$ cat config.mk
export PLATFORM = sky130hd
export DESIGN_NAME = dmem_arbiter
export DESIGN_NICKNAME = d
export VERILOG_FILES = /design/src/rtl/dmem_arb_pkg.sv /design/src/rtl/dmem_arbiter.sv
export SDC_FILE = /design/constraint.sdc
export NUM_CORES = 1
export LEC_CHECK = 0
export CORE_AREA = 2 2 117 119
export DETAILED_ROUTE_END_ITERATION = 7
export DIE_AREA = 0 0 119 121
export PLACE_DENSITY_LB_ADDON = 0.2
export SKIP_CTS_REPAIR_TIMING = 1
export SYNTH_ARGS = -nofsm -noshare
export SYNTH_HDL_FRONTEND = slang
export SYNTH_SLANG_ARGS = --single-unit
$ cat constraint.sdc
create_clock -name clk -period 6.09 [get_ports clk]
set_input_delay 0.609 -clock clk [delete_from_list [all_inputs] [get_ports clk]]
set_output_delay 0.609 -clock clk [all_outputs]
set_load 0.01 [all_outputs]
$ cat src/rtl/dmem_arb_pkg.sv
// Shared definitions for the data-memory arbiter.
//   owner_t            - arbitration owner state (IDLE, OWN0, OWN1)
//   PORT0 / PORT1      - requester port indices, also the last_winner encoding
//   DEFAULT_DEPTH      - default number of memory words
//   DEFAULT_BURST_MAX  - default bound on consecutive grants while the other port waits
package dmem_arb_pkg;

    typedef enum logic [1:0] {
        IDLE = 2'd0,
        OWN0 = 2'd1,
        OWN1 = 2'd2
    } owner_t;

    localparam logic PORT0 = 1'b0;
    localparam logic PORT1 = 1'b1;

    localparam int DEFAULT_DEPTH     = 256;
    localparam int DEFAULT_BURST_MAX = 4;

endpackage

$ cat src/rtl/dmem_arbiter.sv
// Two-port arbiter and access sequencer for a shared single-port data memory
// (combinational read, synchronous write). Port 0 is the MEM pipeline stage,
// port 1 the loader/debug path. One access is granted per cycle, round-robin
// with a bounded ownership burst; the response comes back one cycle later.
//
// Ports
//   clk, rst_n                       clock, asynchronous active-low reset
//   pX_req/we/addr/wdata (X=0,1)     requester access; held stable until pX_gnt
//   pX_gnt                           access performed this cycle (combinational)
//   pX_rvalid/rdata/err              one-cycle-later response for each grant
//   mem_we/re/addr/wdata             memory drive for the granted access
//   mem_rdata                        memory combinational read data
module dmem_arbiter
    import dmem_arb_pkg::*;
#(
    parameter int DATA_WIDTH = 32,
    parameter int ADDR_WIDTH = 32,
    parameter int DEPTH      = DEFAULT_DEPTH,
    parameter int BURST_MAX  = DEFAULT_BURST_MAX
) (
    input  logic                  clk,
    input  logic                  rst_n,

    input  logic                  p0_req,
    input  logic                  p0_we,
    input  logic [ADDR_WIDTH-1:0] p0_addr,
    input  logic [DATA_WIDTH-1:0] p0_wdata,
    output logic                  p0_gnt,
    output logic                  p0_rvalid,
    output logic [DATA_WIDTH-1:0] p0_rdata,
    output logic                  p0_err,

    input  logic                  p1_req,
    input  logic                  p1_we,
    input  logic [ADDR_WIDTH-1:0] p1_addr,
    input  logic [DATA_WIDTH-1:0] p1_wdata,
    output logic                  p1_gnt,
    output logic                  p1_rvalid,
    output logic [DATA_WIDTH-1:0] p1_rdata,
    output logic                  p1_err,

    output logic                  mem_we,
    output logic                  mem_re,
    output logic [ADDR_WIDTH-1:0] mem_addr,
    output logic [DATA_WIDTH-1:0] mem_wdata,
    input  logic [DATA_WIDTH-1:0] mem_rdata
);

    // Widened by one bit so DEPTH == 2**ADDR_WIDTH still compares correctly.
    localparam logic [ADDR_WIDTH:0] DEPTH_LIM = (ADDR_WIDTH + 1)'(DEPTH);
    localparam logic [3:0]          BURST_LIM = 4'(BURST_MAX);

    // Ports gathered into indexable form so per-port logic can be generated.
    logic [1:0]            req;
    logic [1:0]            we;
    logic [1:0]            gnt;
    logic [ADDR_WIDTH-1:0] addr  [2];
    logic [DATA_WIDTH-1:0] wdata [2];

    assign req      = {p1_req, p0_req};
    assign we       = {p1_we, p0_we};
    assign addr[0]  = p0_addr;
    assign addr[1]  = p1_addr;
    assign wdata[0] = p0_wdata;
    assign wdata[1] = p1_wdata;

    owner_t     owner_reg, owner_next;
    logic       last_winner_reg, last_winner_next;
    logic [3:0] burst_cnt_reg, burst_cnt_next;

    logic                  any_gnt;
    logic                  sel_we;
    logic [ADDR_WIDTH-1:0] sel_addr;
    logic [DATA_WIDTH-1:0] sel_wdata;
    logic                  in_range;

    // State register.
    always_ff @(posedge clk or negedge rst_n) begin
        if (!rst_n) begin
            owner_reg       <= IDLE;
            last_winner_reg <= PORT1;   // makes port 0 win the first tie
            burst_cnt_reg   <= '0;
        end else begin
            owner_reg       <= owner_next;
            last_winner_reg <= last_winner_next;
            burst_cnt_reg   <= burst_cnt_next;
        end
    end

    // Next-owner selection, grants, burst accounting and memory drive.
    always_comb begin
        owner_next       = IDLE;
        gnt              = 2'b00;
        last_winner_next = last_winner_reg;
        burst_cnt_next   = '0;
        sel_we           = 1'b0;
        sel_addr         = '0;
        sel_wdata        = '0;

        case (owner_reg)
            IDLE: begin
                if (req[0] && req[1]) begin
                    owner_next = (last_winner_reg == PORT1) ? OWN0 : OWN1;
                end else if (req[0]) begin
                    owner_next = OWN0;
                end else if (req[1]) begin
                    owner_next = OWN1;
                end
            end
            OWN0: begin
                if (req[0]) begin
                    // The waiting port takes over once the burst bound is reached.
                    owner_next = (burst_cnt_reg == BURST_LIM && req[1]) ? OWN1 : OWN0;
                end else if (req[1]) begin
                    owner_next = OWN1;
                end
            end
            OWN1: begin
                if (req[1]) begin
                    owner_next = (burst_cnt_reg == BURST_LIM && req[0]) ? OWN0 : OWN1;
                end else if (req[0]) begin
                    owner_next = OWN0;
                end
            end
            default: owner_next = IDLE;
        endcase

        // Grants are suppressed while reset is asserted so no access leaks out.
        gnt[0] = rst_n & req[0] & (owner_next == OWN0);
        gnt[1] = rst_n & req[1] & (owner_next == OWN1);

        if (gnt[0]) begin
            last_winner_next = PORT0;
            sel_we           = we[0];
            sel_addr         = addr[0];
            sel_wdata        = wdata[0];
        end else if (gnt[1]) begin
            last_winner_next = PORT1;
            sel_we           = we[1];
            sel_addr         = addr[1];
            sel_wdata        = wdata[1];
        end

        if (owner_next == IDLE) begin
            burst_cnt_next = '0;
        end else if (owner_next != owner_reg) begin
            burst_cnt_next = 4'd1;
        end else if (burst_cnt_reg == BURST_LIM) begin
            burst_cnt_next = burst_cnt_reg;
        end else begin
            burst_cnt_next = burst_cnt_reg + 4'd1;
        end
    end

    assign any_gnt   = |gnt;
    assign in_range  = ({1'b0, sel_addr} < DEPTH_LIM);
    assign mem_addr  = sel_addr;
    assign mem_wdata = sel_wdata;
    assign mem_we    = any_gnt & sel_we & in_range;
    assign mem_re    = any_gnt & ~sel_we & in_range;

    // Per-port response pipeline. Only the granted port captures anything;
    // writes and out-of-range accesses return zero data.
    generate
        for (genvar gi = 0; gi < 2; gi++) begin : g_resp
            logic                  rvalid_reg;
            logic                  err_reg;
            logic [DATA_WIDTH-1:0] rdata_reg;

            always_ff @(posedge clk or negedge rst_n) begin
                if (!rst_n) begin
                    rvalid_reg <= 1'b0;
                    err_reg    <= 1'b0;
                    rdata_reg  <= '0;
                end else begin
                    rvalid_reg <= gnt[gi];
                    err_reg    <= gnt[gi] & ~in_range;
                    rdata_reg  <= (gnt[gi] && !we[gi] && in_range) ? mem_rdata : '0;
                end
            end
        end
    endgenerate

    assign p0_gnt    = gnt[0];
    assign p1_gnt    = gnt[1];
    assign p0_rvalid = g_resp[0].rvalid_reg;
    assign p0_err    = g_resp[0].err_reg;
    assign p0_rdata  = g_resp[0].rdata_reg;
    assign p1_rvalid = g_resp[1].rvalid_reg;
    assign p1_err    = g_resp[1].err_reg;
    assign p1_rdata  = g_resp[1].rdata_reg;

endmodule

# Word-level counts from Yosys, hierarchy flattened
# Index checks and enable logic that the tools add are counted.
[totals]
reg_bits = 75
latch_bits = 0
mem_bits_rw = 0
rom_bits = 0
inputBits = 166
out_inout_bits = 136
elab_cells = 66
n_memories = 0
[classes]
n_addsub = 1
mul = 0
n_div = 0
n_lt_le_gt_ge = 1
eq_ne = 7
n_shift = 0
mux = 23
n_bitwise = 12
reduce_logical = 13
[ops]
columns = ["operator", "count"]
rows = [
  ["two-way mux 32 bit", 6],
  ["less-than comparator 32 x 9 -> 1 bit (second input constant)", 1],
  ["two-way mux 2 bit", 8],
  ["two-way mux 4 bit", 3],
  ["bitwise AND 1 bit", 10],
  ["logical AND 1 bit", 7],
  ["one-hot mux 2 bit (3 select lines)", 1],
  ["two-way mux 1 bit", 5],
  ["adder 4 x 1 -> 4 bit (second input constant)", 1],
  ["equality test 2 x 1 -> 1 bit (second input constant)", 2],
  ["equality test 2 bit (second input constant)", 2],
  ["equality test 4 x 3 -> 1 bit (second input constant)", 1],
  ["zero test 2 bit", 2],
  ["!= test 3 x 1 -> 1 bit (second input constant)", 1],
  ["zero test 1 bit", 2],
  ["!= test 2 bit", 1],
  ["inverter 1 bit", 2],
  ["nonzero test 2 bit", 1],
  ["OR reduction 2 bit", 1],
]

# Depth between registers and ports, before layout
[logic_depth]
depth_word = 12
ltp_mapped = 10
mapped_depth_nobuf = 7

# Worst setup path before layout
# OpenSTA, ideal clock, no wires.
[synth_timing]
path_type = "register -> output"
startpoint = "reg burst_cnt_reg[0]"
endpoint = "out mem_addr[0]"
arrival_time_ps = 1944
required_time_ps = 5481
path_slack_ps = 3537
stages_incl_launch_ff = 11
n_path_buf = 3
cell_sequence = "dfrtp_1 > inv_1 > ha_1 > and3b_1 > buf_2 > mux2_2 > nand2_2 > inv_2 > buf_2 > buf_2 > a22o_1"
[synth_via]
elab_chain_len = 9
word_cells_on_any_way = 14
classes_between = "3 x eq/ne; 7 x mux; 2 x bitwise; 2 x reduce/logical"
[synth_rtl]
columns = ["element", "line", "source"]
rows = [
  ["start: declaration", "dmem_arbiter.sv:69", "logic [3:0] burst_cnt_reg, burst_cnt_next;"],
  ["start signal: assignment", "dmem_arbiter.sv:86", "burst_cnt_reg <= burst_cnt_next;"],
  ["equality test 4 x 3 -> 1 bit *", "dmem_arbiter.sv:113, dmem_arbiter.sv:120", ""],
  ["logical AND 1 bit (on tied branches)", "dmem_arbiter.sv:120, dmem_arbiter.sv:113", ""],
  ["two-way mux 2 bit (on tied branches)", "dmem_arbiter.sv:120, dmem_arbiter.sv:113", ""],
  ["two-way mux 2 bit (on tied branches)", "dmem_arbiter.sv:119, dmem_arbiter.sv:111", ""],
  ["one-hot mux 2 bit (3 select lines) *", "dmem_arbiter.sv:100", "case (owner_reg)"],
  ["equality test 2 bit", "dmem_arbiter.sv:130", "gnt[1] = rst_n & req[1] & (owner_next == OWN1);"],
  ["bitwise AND 1 bit", "dmem_arbiter.sv:130", ""],
  ["two-way mux 32 bit", "dmem_arbiter.sv:137", "end else if (gnt[1]) begin"],
  ["two-way mux 32 bit *", "dmem_arbiter.sv:132", "if (gnt[0]) begin"],
  ["end: declaration", "dmem_arbiter.sv:44", "output logic [ADDR_WIDTH-1:0] mem_addr,"],
]
# Mark *: on every way between the ends. The rest lies on a longest branch, timed or not.

# Worst setup path in the final report
[layout_timing]
startpoint = "reg burst_cnt_reg[0]"
endpoint = "out mem_we"
[layout_via]
elab_chain_len = 11
word_cells_on_any_way = 20
classes_between = "1 x order compare; 3 x eq/ne; 9 x mux; 4 x bitwise; 3 x reduce/logical"
[layout_rtl]
columns = ["element", "line", "source"]
rows = [
  ["equality test 4 x 3 -> 1 bit *", "dmem_arbiter.sv:113, dmem_arbiter.sv:120", ""],
  ["logical AND 1 bit (on tied branches)", "dmem_arbiter.sv:120, dmem_arbiter.sv:113", ""],
  ["two-way mux 2 bit (on tied branches)", "dmem_arbiter.sv:120, dmem_arbiter.sv:113", ""],
  ["two-way mux 2 bit (on tied branches)", "dmem_arbiter.sv:119, dmem_arbiter.sv:111", ""],
  ["one-hot mux 2 bit (3 select lines) *", "dmem_arbiter.sv:100", ""],
  ["equality test 2 bit", "dmem_arbiter.sv:130", ""],
  ["bitwise AND 1 bit", "dmem_arbiter.sv:130", ""],
  ["two-way mux 32 bit / two-way mux 1 bit (equally long branches)", "dmem_arbiter.sv:137", ""],
  ["two-way mux 32 bit / two-way mux 1 bit (equally long branches)", "dmem_arbiter.sv:132", ""],
  ["less-than comparator 32 x 9 -> 1 bit / bitwise AND 1 bit (equally long branches)", "dmem_arbiter.sv:156, dmem_arbiter.sv:159", ""],
  ["bitwise AND 1 bit *", "dmem_arbiter.sv:159", "assign mem_we = any_gnt & sel_we & in_range;"],
  ["end: declaration", "dmem_arbiter.sv:42", "output logic mem_we,"],
]
# Marks and branches as above.

==> impl_results.md <==
- Main combinational cell family by area after synthesis: compound AO/OA/AOI/OAI gates
- Peak supply drop: 0.1190 mV
- Slew @ Worst Pin: 1.208 ns
- Slew margin rel.: 0.1946
- Leakage power: 2.890 nW
- Fmax: 0.2210 GHz
- Clock share of power: 0.386
- Power Density: 214.9 mW/mm^2
- Post-layout util: 0.5273
- Die W: 119 um
- DP Area: 0.006563 mm^2
- GRT overflow: 0
- Bufs on Longest Clock Path: 2
- Final min period: 4.526 ns
- Fraction of registers with async set/reset: 1.000
- Wirelength per Cell: 18.16 um
- Most area-consuming cells after synthesis: dfrtp_1 (53%), a22o_1 (16%), nor3_1 (9.7%)
- Slowest-stage cell, CP: inv_2
- Synthesized instance count: 332
- Final Wtd Congestion: 0.8738
- Clock skew: 0.006453 ns
- Root Buffer: clkbuf_16
- Worst path cell trace: inv_1 -> ha_1 -> and3b_1 -> mux2_2 -> nand2_2 -> inv_2 -> a32o_1 -> clkdlybuf4s50_1
- Area share of the largest cell type after synthesis: 0.5345
- Initial Util: 0.2648
- TritonCTS Sinks: 75
- Fraction of the mapped netlist area in simple logic gates: 0.1690
- Switch share: 0.2463
- Seq/Total Area, Yosys: 0.5421
- Arrival @ worst endpoint: 3.92 ns
- CP endpoint kind: output port
- GRT Overall Usage: 0.1976
- Final ANT Viol Nets: 0
- Top-count cell post-synth: dfrtp_1
- Fin. Hold Viols: 0
- PnR worst setup slack: 1.564 ns
- Fin Hold WS: 0.5050 ns
- Synthesis-to-layout area growth: 99.13%
- Syn nets: 500
- Critical path's top delay family: buffers and inverters
- Post-synthesis cell area: 0.003465 mm^2
- Row count: 42
- Setup TNS: 0 ns
- Synth Area in Compound Gates: 0.1831
- Core ar.: 0.01309 mm^2
- Critical Path Fanout Max: 68
- Die Y: 121 um
- Count of final setup violators: 0
- Internal Power: 0.001117 W
- Critical path type: flip-flop to output port
- Post-synth top area cell: dfrtp_1
- Die area: 0.01440 mm^2
- Mux contribution to synthesized area: 0.006501
- Layout cells sized above 1: 0.04334
- Most used DFF post-synth: dfrtp_1
- Global-route wire length before repair: 21.89 mm
- Nets@finish: 786
- Outcome: finished, final reports clean
- DR vias: 3,818
- Most frequent cells after synthesis: dfrtp_1 (74), nor3_1 (67), a22o_1 (64)
- Syn avg cell area: 10.44 um^2
- DP HPWL: 11.20 mm
- Placement Setup Slack: 1.586 ns
- R2r setup slk: 3.10 ns
- IO buf count: 301
- Crit path buf inv count: 3
- Max Cap Violations: 0
- TritonCTS clock tree: done
- Synth warnings: 0
- CTS clk-pin slew, worst paths: 0.06 ns
- RSZ-0062 raised after global routing: no
- Crit path largest cell delay: 1.00 ns
- Number of vias per cell: 4.761
- Number of distinct library cells after synthesis: 35
- IO Count: 302
- TritonCTS Buffers: 9
- Sequential fraction of design power: 0.351
- Post-synthesis xor/xnor area fraction: 0.005056
- Initial DRC Count: 281
- Adder-cell share of the synthesized area: 0.007223
- Comb power frac: 0.262
- Post-synth EDFFs: 0
- Final Max Slew Viols: 0
- Synth Register Bits: 75
- Initial antenna violation count: 3
- Cell area after layout: 0.006899 mm^2
- CTS HTree Levels: 3
- CP Launch Type: flip-flop
- Period Utilization, post-route: 0.7431
- Largest net degree at the start of global routing: 77
- P_sw: 0.0003651 W
- HP Class: primary input to async pin
- Vias in the first global route: 4,016
- Critical path required time: 5.48 ns
- Drt pass-1 iters: 4
- Later-pin clock latency in the skew report: 0.33 ns
- WL final: 14.57 mm
- DRC: 0
final cells by class:
cell class              count  area [um^2]
multi-input cells         189         1285
fillers                  1189         6186
repair buffers            304         3033
clock buffers              12        256.5
inverters                  39        146.4
diodes                      3        7.507
flip-flops and latches     75         1878
clock inverters             4        72.57
well taps                 176        220.2
through the flow:
step	power, W	cells
3_5_place_dp	0.0009175	783
4_1_cts	0.001497	799
3_3_place_gp	0.0009142	783
6_report	0.001482	802
5_1_grt	0.001545	802
2_1_floorplan	0.0006735	332
logic make-up (layout without fill, tap and decap cells):
family / Yosys count / in the layout
buf+inv: 68 / 359
other cells: 0 / 3
compound gates: 75 / 75
mux: 2 / 2
fa+ha+maj: 2 / 2
xor+xnor: 2 / 2
simple gates: 108 / 108
flops: 75 / 75
power groups by stage:
| stage | clock (W) | sequential (W) | combinational [W] |
|---|---|---|---|
| final | 0.000573 | 0.000521 | 0.000389 |
| after global routing | 0.000606 | 0.000522 | 0.000416 |
| after CTS | 0.000584 | 0.000521 | 0.000392 |
| after detailed placement | 0 | 0.000529 | 0.000388 |
| after global placement | 0 | 0.000528 | 0.000386 |
| after floorplan | 0 | 0.000528 | 0.000146 |
routing by layer:
metal	vias up	global-route usage	wire length, um
li1	1775	-	-
met1	1802	0.2232	5621
met2	215	0.3358	7167
met3	26	0.07190	1379
met4	0	0.08631	398
met5	-	0	0
placed cells by master (no fill, tap or decap), types with 2 or more instances in the layout:
master / count
clkdlybuf4s50_1: 300
dfrtp_1: 74
nor3_1: 67
a22o_1: 64
inv_1: 37
nor4_1: 12
nand2_1: 9
clkbuf_16: 9
nor2_1: 5
buf_4: 4
diode_2: 3
and4_1: 3
a211oi_1: 3
a21oi_1: 3
mux2_2: 2
inv_2: 2
nand4_1: 2
or3_1: 2
ha_1: 2
bufinv_16: 2
clkbuf_8: 2
worst paths after layout:
path / startpoint / end / cells after the start
max in group asynchronous: rst_n / p0_rdata[27] / 2
max: burst_cnt_reg[0] / mem_we / 8
min in group clk: last_winner_reg / last_winner_reg / 1
min: rst_n / owner_reg[1] / 2
max reg2reg: burst_cnt_reg[0] / last_winner_reg / 7
min reg2reg: last_winner_reg / last_winner_reg / 1
(Power assumes the default switching activity.)
